$ cat src/rtl/slide_text_scroller_if.sv
// Bundled control, write-port and display signals for slide_text_scroller.
// The master side drives the requests and text writes; the slave side is the scroller.
interface slide_text_scroller_if #(
    parameter int MSG_LEN = 16,
    parameter int DIGITS  = 4,
    parameter int CHAR_W  = 8
);
    localparam int AW = $clog2(MSG_LEN);
    localparam int LW = AW + 1;

    logic                     i_tick_slide;
    logic                     i_start;
    logic                     i_stop;
    logic                     i_dir;
    logic [LW-1:0]            i_len_cfg;
    logic                     i_wr_en;
    logic [AW-1:0]            i_wr_addr;
    logic [CHAR_W-1:0]        i_wr_data;
    logic [DIGITS*CHAR_W-1:0] o_window;
    logic [AW-1:0]            o_offset;
    logic                     o_busy;
    logic                     o_wrap_pulse;

    modport master (
        output i_tick_slide, i_start, i_stop, i_dir, i_len_cfg,
        output i_wr_en, i_wr_addr, i_wr_data,
        input  o_window, o_offset, o_busy, o_wrap_pulse
    );

    modport slave (
        input  i_tick_slide, i_start, i_stop, i_dir, i_len_cfg,
        input  i_wr_en, i_wr_addr, i_wr_data,
        output o_window, o_offset, o_busy, o_wrap_pulse
    );
endinterface

$ cat src/rtl/slide_text_scroller.sv
// Circular message buffer scrolled one character per slide tick, with a registered DIGITS-wide window.
// Define SLIDE_BOUNCE_EN for ping-pong scrolling instead of circular wrap.
module slide_text_scroller #(
    parameter int                MSG_LEN = 16,
    parameter int                DIGITS  = 4,
    parameter int                CHAR_W  = 8,
    parameter logic [CHAR_W-1:0] BLANK   = 8'h20
) (
    input  logic                 clk,
    input  logic                 rst_n,
    slide_text_scroller_if.slave bus
);
    localparam int AW = $clog2(MSG_LEN);
    localparam int LW = AW + 1;
    localparam logic [LW-1:0] LEN_MAX = LW'(MSG_LEN);

    typedef enum logic [0:0] {
        ST_IDLE = 1'b0,
        ST_RUN  = 1'b1
    } state_t;

    state_t                   r_state;
    state_t                   w_state_nxt;
    logic [LW-1:0]            r_len;
    logic [LW-1:0]            w_len_nxt;
    logic [LW-1:0]            w_len_clamp;
    logic [AW-1:0]            r_offset;
    logic [AW-1:0]            w_offset_nxt;
    logic                     r_wrap;
    logic                     w_wrap_nxt;
    logic [CHAR_W-1:0]        r_buf [MSG_LEN];
    logic [DIGITS*CHAR_W-1:0] r_window;
    logic [DIGITS*CHAR_W-1:0] w_window;
    logic [LW-1:0]            w_idx;
`ifdef SLIDE_BOUNCE_EN
    localparam logic [LW-1:0] DIG_L = LW'(DIGITS);
    logic                     r_dir;
    logic                     w_dir_nxt;
    logic [LW-1:0]            w_span;
    assign w_span = r_len - DIG_L;
`else
    logic [LW-1:0]            w_len_m1;
    assign w_len_m1 = r_len - {{(LW-1){1'b0}}, 1'b1};
`endif

    assign w_len_clamp = ((bus.i_len_cfg == {LW{1'b0}}) || (bus.i_len_cfg > LEN_MAX))
                         ? LEN_MAX : bus.i_len_cfg;

    // State register
    always_ff @(posedge clk or negedge rst_n) begin
        if (!rst_n) begin
            r_state <= ST_IDLE;
        end else begin
            r_state <= w_state_nxt;
        end
    end

    // Next-state logic: stop outranks start
    always_comb begin
        w_state_nxt = r_state;
        case (r_state)
            ST_IDLE: begin
                if (!bus.i_stop && bus.i_start) w_state_nxt = ST_RUN;
                else                            w_state_nxt = ST_IDLE;
            end
            ST_RUN: begin
                if (bus.i_stop) w_state_nxt = ST_IDLE;
                else            w_state_nxt = ST_RUN;
            end
            default: w_state_nxt = ST_IDLE;
        endcase
    end

    // Output/datapath next values: length capture on start, offset stepping on tick
    always_comb begin
        w_len_nxt    = r_len;
        w_offset_nxt = r_offset;
        w_wrap_nxt   = 1'b0;
`ifdef SLIDE_BOUNCE_EN
        w_dir_nxt    = r_dir;
`endif
        case (r_state)
            ST_IDLE: begin
                if (!bus.i_stop && bus.i_start) begin
                    w_len_nxt = w_len_clamp;
`ifdef SLIDE_BOUNCE_EN
                    w_dir_nxt = bus.i_dir;
                    if ((w_len_clamp <= DIG_L) || ({1'b0, r_offset} > (w_len_clamp - DIG_L)))
                        w_offset_nxt = {AW{1'b0}};
                    else
                        w_offset_nxt = r_offset;
`else
                    if ({1'b0, r_offset} >= w_len_clamp) w_offset_nxt = {AW{1'b0}};
                    else                                 w_offset_nxt = r_offset;
`endif
                end else begin
                    w_len_nxt = r_len;
                end
            end
            ST_RUN: begin
                if (!bus.i_stop && bus.i_tick_slide) begin
`ifdef SLIDE_BOUNCE_EN
                    // A reversal steps one position back toward the interior
                    if (r_len <= DIG_L) begin
                        w_offset_nxt = {AW{1'b0}};
                    end else if (!r_dir) begin
                        if ({1'b0, r_offset} >= w_span) begin
                            w_offset_nxt = r_offset - {{(AW-1){1'b0}}, 1'b1};
                            w_dir_nxt    = 1'b1;
                            w_wrap_nxt   = 1'b1;
                        end else begin
                            w_offset_nxt = r_offset + {{(AW-1){1'b0}}, 1'b1};
                        end
                    end else begin
                        if (r_offset == {AW{1'b0}}) begin
                            w_offset_nxt = r_offset + {{(AW-1){1'b0}}, 1'b1};
                            w_dir_nxt    = 1'b0;
                            w_wrap_nxt   = 1'b1;
                        end else begin
                            w_offset_nxt = r_offset - {{(AW-1){1'b0}}, 1'b1};
                        end
                    end
`else
                    if (!bus.i_dir) begin
                        if ({1'b0, r_offset} == w_len_m1) begin
                            w_offset_nxt = {AW{1'b0}};
                            w_wrap_nxt   = 1'b1;
                        end else begin
                            w_offset_nxt = r_offset + {{(AW-1){1'b0}}, 1'b1};
                        end
                    end else begin
                        if (r_offset == {AW{1'b0}}) begin
                            w_offset_nxt = w_len_m1[AW-1:0];
                            w_wrap_nxt   = 1'b1;
                        end else begin
                            w_offset_nxt = r_offset - {{(AW-1){1'b0}}, 1'b1};
                        end
                    end
`endif
                end else begin
                    w_offset_nxt = r_offset;
                end
            end
            default: begin
                w_offset_nxt = {AW{1'b0}};
            end
        endcase
    end

    // Control/datapath registers
    always_ff @(posedge clk or negedge rst_n) begin
        if (!rst_n) begin
            r_len    <= LEN_MAX;
            r_offset <= {AW{1'b0}};
            r_wrap   <= 1'b0;
`ifdef SLIDE_BOUNCE_EN
            r_dir    <= 1'b0;
`endif
        end else begin
            r_len    <= w_len_nxt;
            r_offset <= w_offset_nxt;
            r_wrap   <= w_wrap_nxt;
`ifdef SLIDE_BOUNCE_EN
            r_dir    <= w_dir_nxt;
`endif
        end
    end

    // Window gather: walk indices from offset, folding back to 0 at len (tiles when len < DIGITS)
    always_comb begin
        w_window = {(DIGITS*CHAR_W){1'b0}};
        w_idx    = {1'b0, r_offset};
        for (int k = 0; k < DIGITS; k++) begin
            w_window[(DIGITS-1-k)*CHAR_W +: CHAR_W] = r_buf[w_idx[AW-1:0]];
            if ((w_idx + {{(LW-1){1'b0}}, 1'b1}) >= r_len) w_idx = {LW{1'b0}};
            else                                          w_idx = w_idx + {{(LW-1){1'b0}}, 1'b1};
        end
    end

    // Message buffer write port and registered window
    always_ff @(posedge clk or negedge rst_n) begin
        if (!rst_n) begin
            for (int i = 0; i < MSG_LEN; i++) r_buf[i] <= BLANK;
            r_window <= {DIGITS{BLANK}};
        end else begin
            if (bus.i_wr_en && ({1'b0, bus.i_wr_addr} < LEN_MAX)) begin
                r_buf[bus.i_wr_addr] <= bus.i_wr_data;
            end
            r_window <= w_window;
        end
    end

    assign bus.o_window     = r_window;
    assign bus.o_offset     = r_offset;
    assign bus.o_busy       = (r_state == ST_RUN);
    assign bus.o_wrap_pulse = r_wrap;
endmodule

$ cat src/flat_wrapper.sv
// flat-port wrapper written by rule: the top's interface ports become plain ports
module slide_text_scroller_flat 
#(
    parameter int                MSG_LEN = 16,
    parameter int                DIGITS  = 4,
    parameter int                CHAR_W  = 8,
    parameter logic [CHAR_W-1:0] BLANK   = 8'h20
)
  (clk, rst_n, bus_i_tick_slide, bus_i_start, bus_i_stop, bus_i_dir, bus_i_len_cfg, bus_i_wr_en, bus_i_wr_addr, bus_i_wr_data, bus_o_window, bus_o_offset, bus_o_busy, bus_o_wrap_pulse);
  slide_text_scroller_if #(.MSG_LEN(MSG_LEN), .DIGITS(DIGITS), .CHAR_W(CHAR_W)) bus_i ();
  input  logic clk;
  input  logic rst_n;
  input wire logic [$bits(bus_i.i_tick_slide)-1:0] bus_i_tick_slide;
  input wire logic [$bits(bus_i.i_start)-1:0] bus_i_start;
  input wire logic [$bits(bus_i.i_stop)-1:0] bus_i_stop;
  input wire logic [$bits(bus_i.i_dir)-1:0] bus_i_dir;
  input wire logic [$bits(bus_i.i_len_cfg)-1:0] bus_i_len_cfg;
  input wire logic [$bits(bus_i.i_wr_en)-1:0] bus_i_wr_en;
  input wire logic [$bits(bus_i.i_wr_addr)-1:0] bus_i_wr_addr;
  input wire logic [$bits(bus_i.i_wr_data)-1:0] bus_i_wr_data;
  output wire logic [$bits(bus_i.o_window)-1:0] bus_o_window;
  output wire logic [$bits(bus_i.o_offset)-1:0] bus_o_offset;
  output wire logic [$bits(bus_i.o_busy)-1:0] bus_o_busy;
  output wire logic [$bits(bus_i.o_wrap_pulse)-1:0] bus_o_wrap_pulse;
  assign bus_i.i_tick_slide = bus_i_tick_slide;
  assign bus_i.i_start = bus_i_start;
  assign bus_i.i_stop = bus_i_stop;
  assign bus_i.i_dir = bus_i_dir;
  assign bus_i.i_len_cfg = bus_i_len_cfg;
  assign bus_i.i_wr_en = bus_i_wr_en;
  assign bus_i.i_wr_addr = bus_i_wr_addr;
  assign bus_i.i_wr_data = bus_i_wr_data;
  assign bus_o_window = bus_i.o_window;
  assign bus_o_offset = bus_i.o_offset;
  assign bus_o_busy = bus_i.o_busy;
  assign bus_o_wrap_pulse = bus_i.o_wrap_pulse;
  slide_text_scroller #(.MSG_LEN(MSG_LEN), .DIGITS(DIGITS), .CHAR_W(CHAR_W), .BLANK(BLANK)) u_core (.clk(clk), .rst_n(rst_n), .bus(bus_i));
endmodule
$ cat config.mk
export PLATFORM = sky130hd
export DESIGN_NAME = slide_text_scroller_flat
export DESIGN_NICKNAME = d
export VERILOG_FILES = /design/src/rtl/slide_text_scroller_if.sv /design/src/rtl/slide_text_scroller.sv /design/src/flat_wrapper.sv
export SDC_FILE = /design/constraint.sdc
export NUM_CORES = 1
export LEC_CHECK = 0
export ABC_AREA = 1
export BUFFER_PORTS_ARGS = -buffer_cell sky130_fd_sc_hd__buf_2
export CAP_MARGIN = 10
export CORE_ASPECT_RATIO = 1.4
export CORE_MARGIN = 2
export CORE_UTILIZATION = 57
export CTS_CLUSTER_DIAMETER = 120
export DETAILED_ROUTE_END_ITERATION = 12
export PLACE_DENSITY = 0.78
export SKIP_CTS_REPAIR_TIMING = 1
export SLEW_MARGIN = 5
export SYNTH_ARGS = -nofsm -noshare
export SYNTH_HDL_FRONTEND = slang
export SYNTH_SLANG_ARGS = --single-unit
$ cat constraint.sdc
create_clock -name clk -period 6.8 [get_ports clk]
set_clock_uncertainty 0.2 [all_clocks]
set_input_delay 1.02 -clock clk [delete_from_list [all_inputs] [get_ports clk]]
set_output_delay 1.02 -clock clk [all_outputs]
set_load 0.02 [all_outputs]
# After elaboration in Yosys (flattened, before gate mapping)
# Index checks and enable logic that the tools add are counted.
# totals
wordCells	91
ff_bits	171
output_inout_bits	38
inputBits	24
# classes
mux	34
addsub	6
n_bitwise	6
order_cmp	11
eq_ne	4
reduce_logical	9
# op_table
operator	n
$bmux 8 s4	4
$bwmux 128	1
$mux 8	9
$demux 8 s4	1
$mux 4	7
$ge 5x5->1 const B	5
$not 4->5	5
$ge 5x5->1	3
$mux 5	3
$add 5x1->5 const B	2
$pmux 4 s2	1
$mux 1	7
$add 4x1->5 const B	1
$eq 4x5->1	1
$ge 4x5->1	1
$gt 5x5->1 const B	1
$logic_not 5->1	1
$lt 5x1->1 const B	1
$sub 5x1->5 const B	1
$add 4x1->4 const B	1
$logic_not 4->1	1
$ne 2x1->1 const B	2
$sub 4x1->4 const B	1
$logic_and 1x1->1	3
7 further kinds	7

# Longest topological paths before layout
# depth
word_depth	13
mapped_depth	46
depth_no_buf	44

# Worst setup path after synthesis
# Ideal clock, no wire load.
# synth_timing
path_type	flip-flop to flip-flop
start	register u_core.r_offset[0], in the netlist u_core.bus.o_offset[0]
end	register u_core.r_window[2], in the netlist u_core.bus.o_window[2]
slack_ps	103
setup_time_ps	117
t_arrival_ps	6380
required_ps	6483
n_path_buf	7
stages_incl_launch_ff	39
period_less_slack_ps	6697
path_cell_list	dfrtp_1 buf_4 inv_2 clkbuf_1 clkbuf_1 ha_1 ha_1 nand2_1 nor2_1 nand2_2 nand4_4 clkinv_1 clkbuf_1 ha_1 nand4_2 o21ai_0 ha_1 nand2_1 [... 3 more ...] nor2_4 nand2_1 inv_2 buf_2 ha_1 nand4_1 nand2_2 inv_1 ha_1 and3_1 a21oi_2 buf_2 buf_2 nand3_1 o211ai_1 nand3_1 nand3_1 nand2_1
# synth_via
elab_chain_cells	13
# synth_rtl
element	line_no	text
start: declaration	slide_text_scroller.sv:27	logic [AW-1:0] r_offset;
start signal: assignment	slide_text_scroller.sv:154	r_offset <= {AW{1'b0}};
start signal: assignment	slide_text_scroller.sv:161	r_offset <= w_offset_nxt;
$add 4x1->5 (*)	slide_text_scroller.sv:175, slide_text_scroller.sv:176	
$ge 5x5->1	slide_text_scroller.sv:175	if ((w_idx + {{(LW-1){1'b0}}, 1'b1}) >= r_len) w_idx = {LW{1'b0}};
$mux 5 (*)	slide_text_scroller.sv:175	
$add 5x1->5 (*)	slide_text_scroller.sv:175, slide_text_scroller.sv:176	
$ge 5x5->1	slide_text_scroller.sv:175	
$mux 5 (*)	slide_text_scroller.sv:175	
$add 5x1->5 (*)	slide_text_scroller.sv:175	
$ge 5x5->1	slide_text_scroller.sv:175	
$mux 4 (*)	slide_text_scroller.sv:175	
$not 4->5 (implied by the code) (*)	slide_text_scroller.sv:174	w_window[(DIGITS-1-k)*CHAR_W +: CHAR_W] = r_buf[w_idx[AW-1:0]];
$bmux 8 s4 (*)	slide_text_scroller.sv:174	
$mux 8 (implied by the code) (*) (2 in series)	slide_text_scroller.sv:174	
net u_core.w_window[2]	slide_text_scroller.sv:33	logic [DIGITS*CHAR_W-1:0] w_window;
end signal: assignment	slide_text_scroller.sv:184	r_window <= {DIGITS{BLANK}};
end signal: assignment	slide_text_scroller.sv:189	r_window <= w_window;
end: declaration	slide_text_scroller.sv:32	logic [DIGITS*CHAR_W-1:0] r_window;
# Mark *: on every way through the listed nets, which the timed path passes. The rest lies on a longest branch. The select of a mux whose other input is x is not followed.
# A chain may end at the register's enable or synchronous reset.

# Final worst setup path
# layout_timing
start	register u_core.r_offset[1], in the netlist u_core.bus.o_offset[1]
end	register u_core.r_window[1], in the netlist u_core.bus.o_window[1]
# Same word-level chain as after synthesis.

==> out/metrics.csv <==
metric,value,unit
syn nets,1821,
initial antenna violation count,1,
Initial Utilization,58.2,%
vias in the first global route,12500,
Max Cap Viol,0,
period utilization,92.6,%
origin of the worst setup path,u_core.bus.o_offset[1],
drt first pass iters,6,
vias,13100,
share of cells above drive strength 1,10.2,%
clk buf depth,2,
"Slew Viols, Final",0,
CTS root buf,clkbuf_16,
"most common cell after layout, fill and taps aside",nand2_1,
met1 usage,46.9,%
fmax,159,MHz
Post-synth EDFFs,0,
Final Setup Violations,0,
"worst slack, placed",247,ps
Clock Latency Late Sink,450,ps
status,"complete, no violations",
H-tree levels,4,
Ys Warns,0,
post-DR wirelength/cell,22.1,um
I/O Pins,62,
GR Overflow Total,0,
Post-DP HPWL,29000,um
"Area growth, synth to finish",7.96,%
vias per inst,6.46,
port bufs,61,
total track usage,40.7,%
Layout Nets,1808,
Required @ worst endpoint,6980,ps
grt peak-use layer,met2,
CORE AREA,20600,sq um
CTS Buf Count,17,
iteration-0 DRC count of the detailed router,1705,
nature of the critical path endpoint,register,
Crit Path Class,register to register,
Post-Syn Instances,1772,
Rel. slew slack,30.4,%
CTS sink count,171,
CP startpoint kind,register,
Reg2Reg Launch Point,u_core.bus.o_offset[1],
min Tclk post-route,6300,ps
post-synth cell types,39,
largest net degree at the start of global routing,106,
Die W,127,um
met2 Usage GRT,65.4,%
Post-synth ARST share,100,%
final worst slack,500,ps
Hold/Removal Path Class,input pin to asynchronous set/reset pin,
Mean Syn Cell Area,6.78,sq um
Rows,62,
drt drc,0,
filler cell count in the final layout,1931,
CP arrival,6480,ps
Worst-path clk slew,70,ps
CP most frequent cell,nand2_1,
slowest CP cell,inv_2,
Mapped Area,12000,sq um
worst-margin pin slew,1040,ps
Final ANT Viol Nets,0,
CTS tree,built,
most frequent cells in the layout,"442 x nand2_1, 279 x o21ai_0, 242 x nand3_1, 163 x inv_1, 148 x dfrtp_1",
Chip Height,176,um
ys flop type,dfrtp_1,
grt met3 use,8.96,%
"slowest stage delay, CP",530,ps
RSZ-0062 raised after global routing,no,
setup TNS,0,ps
post-synthesis sequential area ratio,35.8,%
Seq cells post-synth,171,
final hold vios,0,
first-pass GRT wire length,69100,um
CP max FO,32,
Ant. Diodes,0,
routability cong.,0.980,
total die area,22300,sq um
routed wire length,44800,um
## critical path, delay by kind of cell (launching register included)
family,cells,cell delay (ps)
buffers and inverters,7,1040
flip-flops,1,470
AO/OA/AOI/OAI,3,590
adder cells (fa/ha/maj),5,1330
AND/OR/NAND/NOR,25,2580
## layout make-up
type | count | area (sq um) | area share [%]
Tap cell | 256 | 320 | 2.47
Sequential cell | 171 | 4310 | 33.2
Timing Repair Buffer | 89 | 529 | 4.08
Inverter | 176 | 666 | 5.13
Clock buffer | 21 | 450 | 3.47
Multi-Input combinational cell | 1304 | 6530 | 50.4
Clock inverter | 11 | 169 | 1.30
## registers in the layout (all words and copies together) (netlist names)
register / flops
u_core.bus.o_window: 32
u_core.r_buf: 128
u_core.bus.o_offset: 4
u_core.r_len: 5
u_core.bus.o_busy: 1
u_core.bus.o_wrap_pulse: 1
## final timing paths
| path | to | slack (ps) | cells after the start |
|---|---|---|---|
| max | u_core.bus.o_window[1] | 500 | 40 |
| min | u_core.r_buf[30] | 200 | 1 |
| max reg2reg | u_core.bus.o_window[1] | 500 | 40 |
| min reg2reg | u_core.r_buf[42] | 290 | 2 |
| max in group asynchronous | u_core.r_buf[55] | 4900 | 2 |
| min in group clk | u_core.r_buf[42] | 290 | 2 |
## synth_stat cells, types with 9 or more instances
cell type    n  area, sq um
nand3_1    242         1210
dfrtp_1    150         3750
inv_1      163          612
nand2_1    442         1660
o221ai_1    12          105
o21ai_0    280         1400
nand3b_1    14          105
inv_2       11         41.3
buf_2       43          215
o211ai_1    59          443
nor2_1      44          165
a21oi_1    136          681
dfstp_2     21          552
clkbuf_1    63          236
nand2_2      9         56.3
ha_1        25          313
buf_1       11         41.3
## layer usage
| metal | vias to the layer above | wire (um) |
|---|---|---|
| met3 | 251 | 4670 |
| met1 | 6048 | 15600 |
| li1 | 5945 | - |
| met5 | - | 16 |
| met4 | 2 | 3780 |
| met2 | 852 | 20700 |
## logic make-up after synthesis
| kind of cell | count (synthesis) | synth area share, % |
|---|---|---|
| compound gates | 495 | 22.3 |
| fa+ha+maj | 25 | 2.60 |
| xor+xnor | 6 | 0.500 |
| flops | 171 | 35.8 |
| buf+inv | 297 | 9.92 |
| simple gates | 778 | 28.8 |
## stage by stage
stage	hold WS (ps)	area, sq um	util, %	cells
floorplan	253	12000	-	1772
global placement	268	12300	59.8	1994
detailed placement	275	12300	59.8	1994
CTS	203	13000	62.8	2026
global route	210	13000	62.9	2028
finish	201	13000	62.9	2028
Power is not shown: default switching activity piles up to over one toggle a cycle in this logic, so the estimate is an artifact.
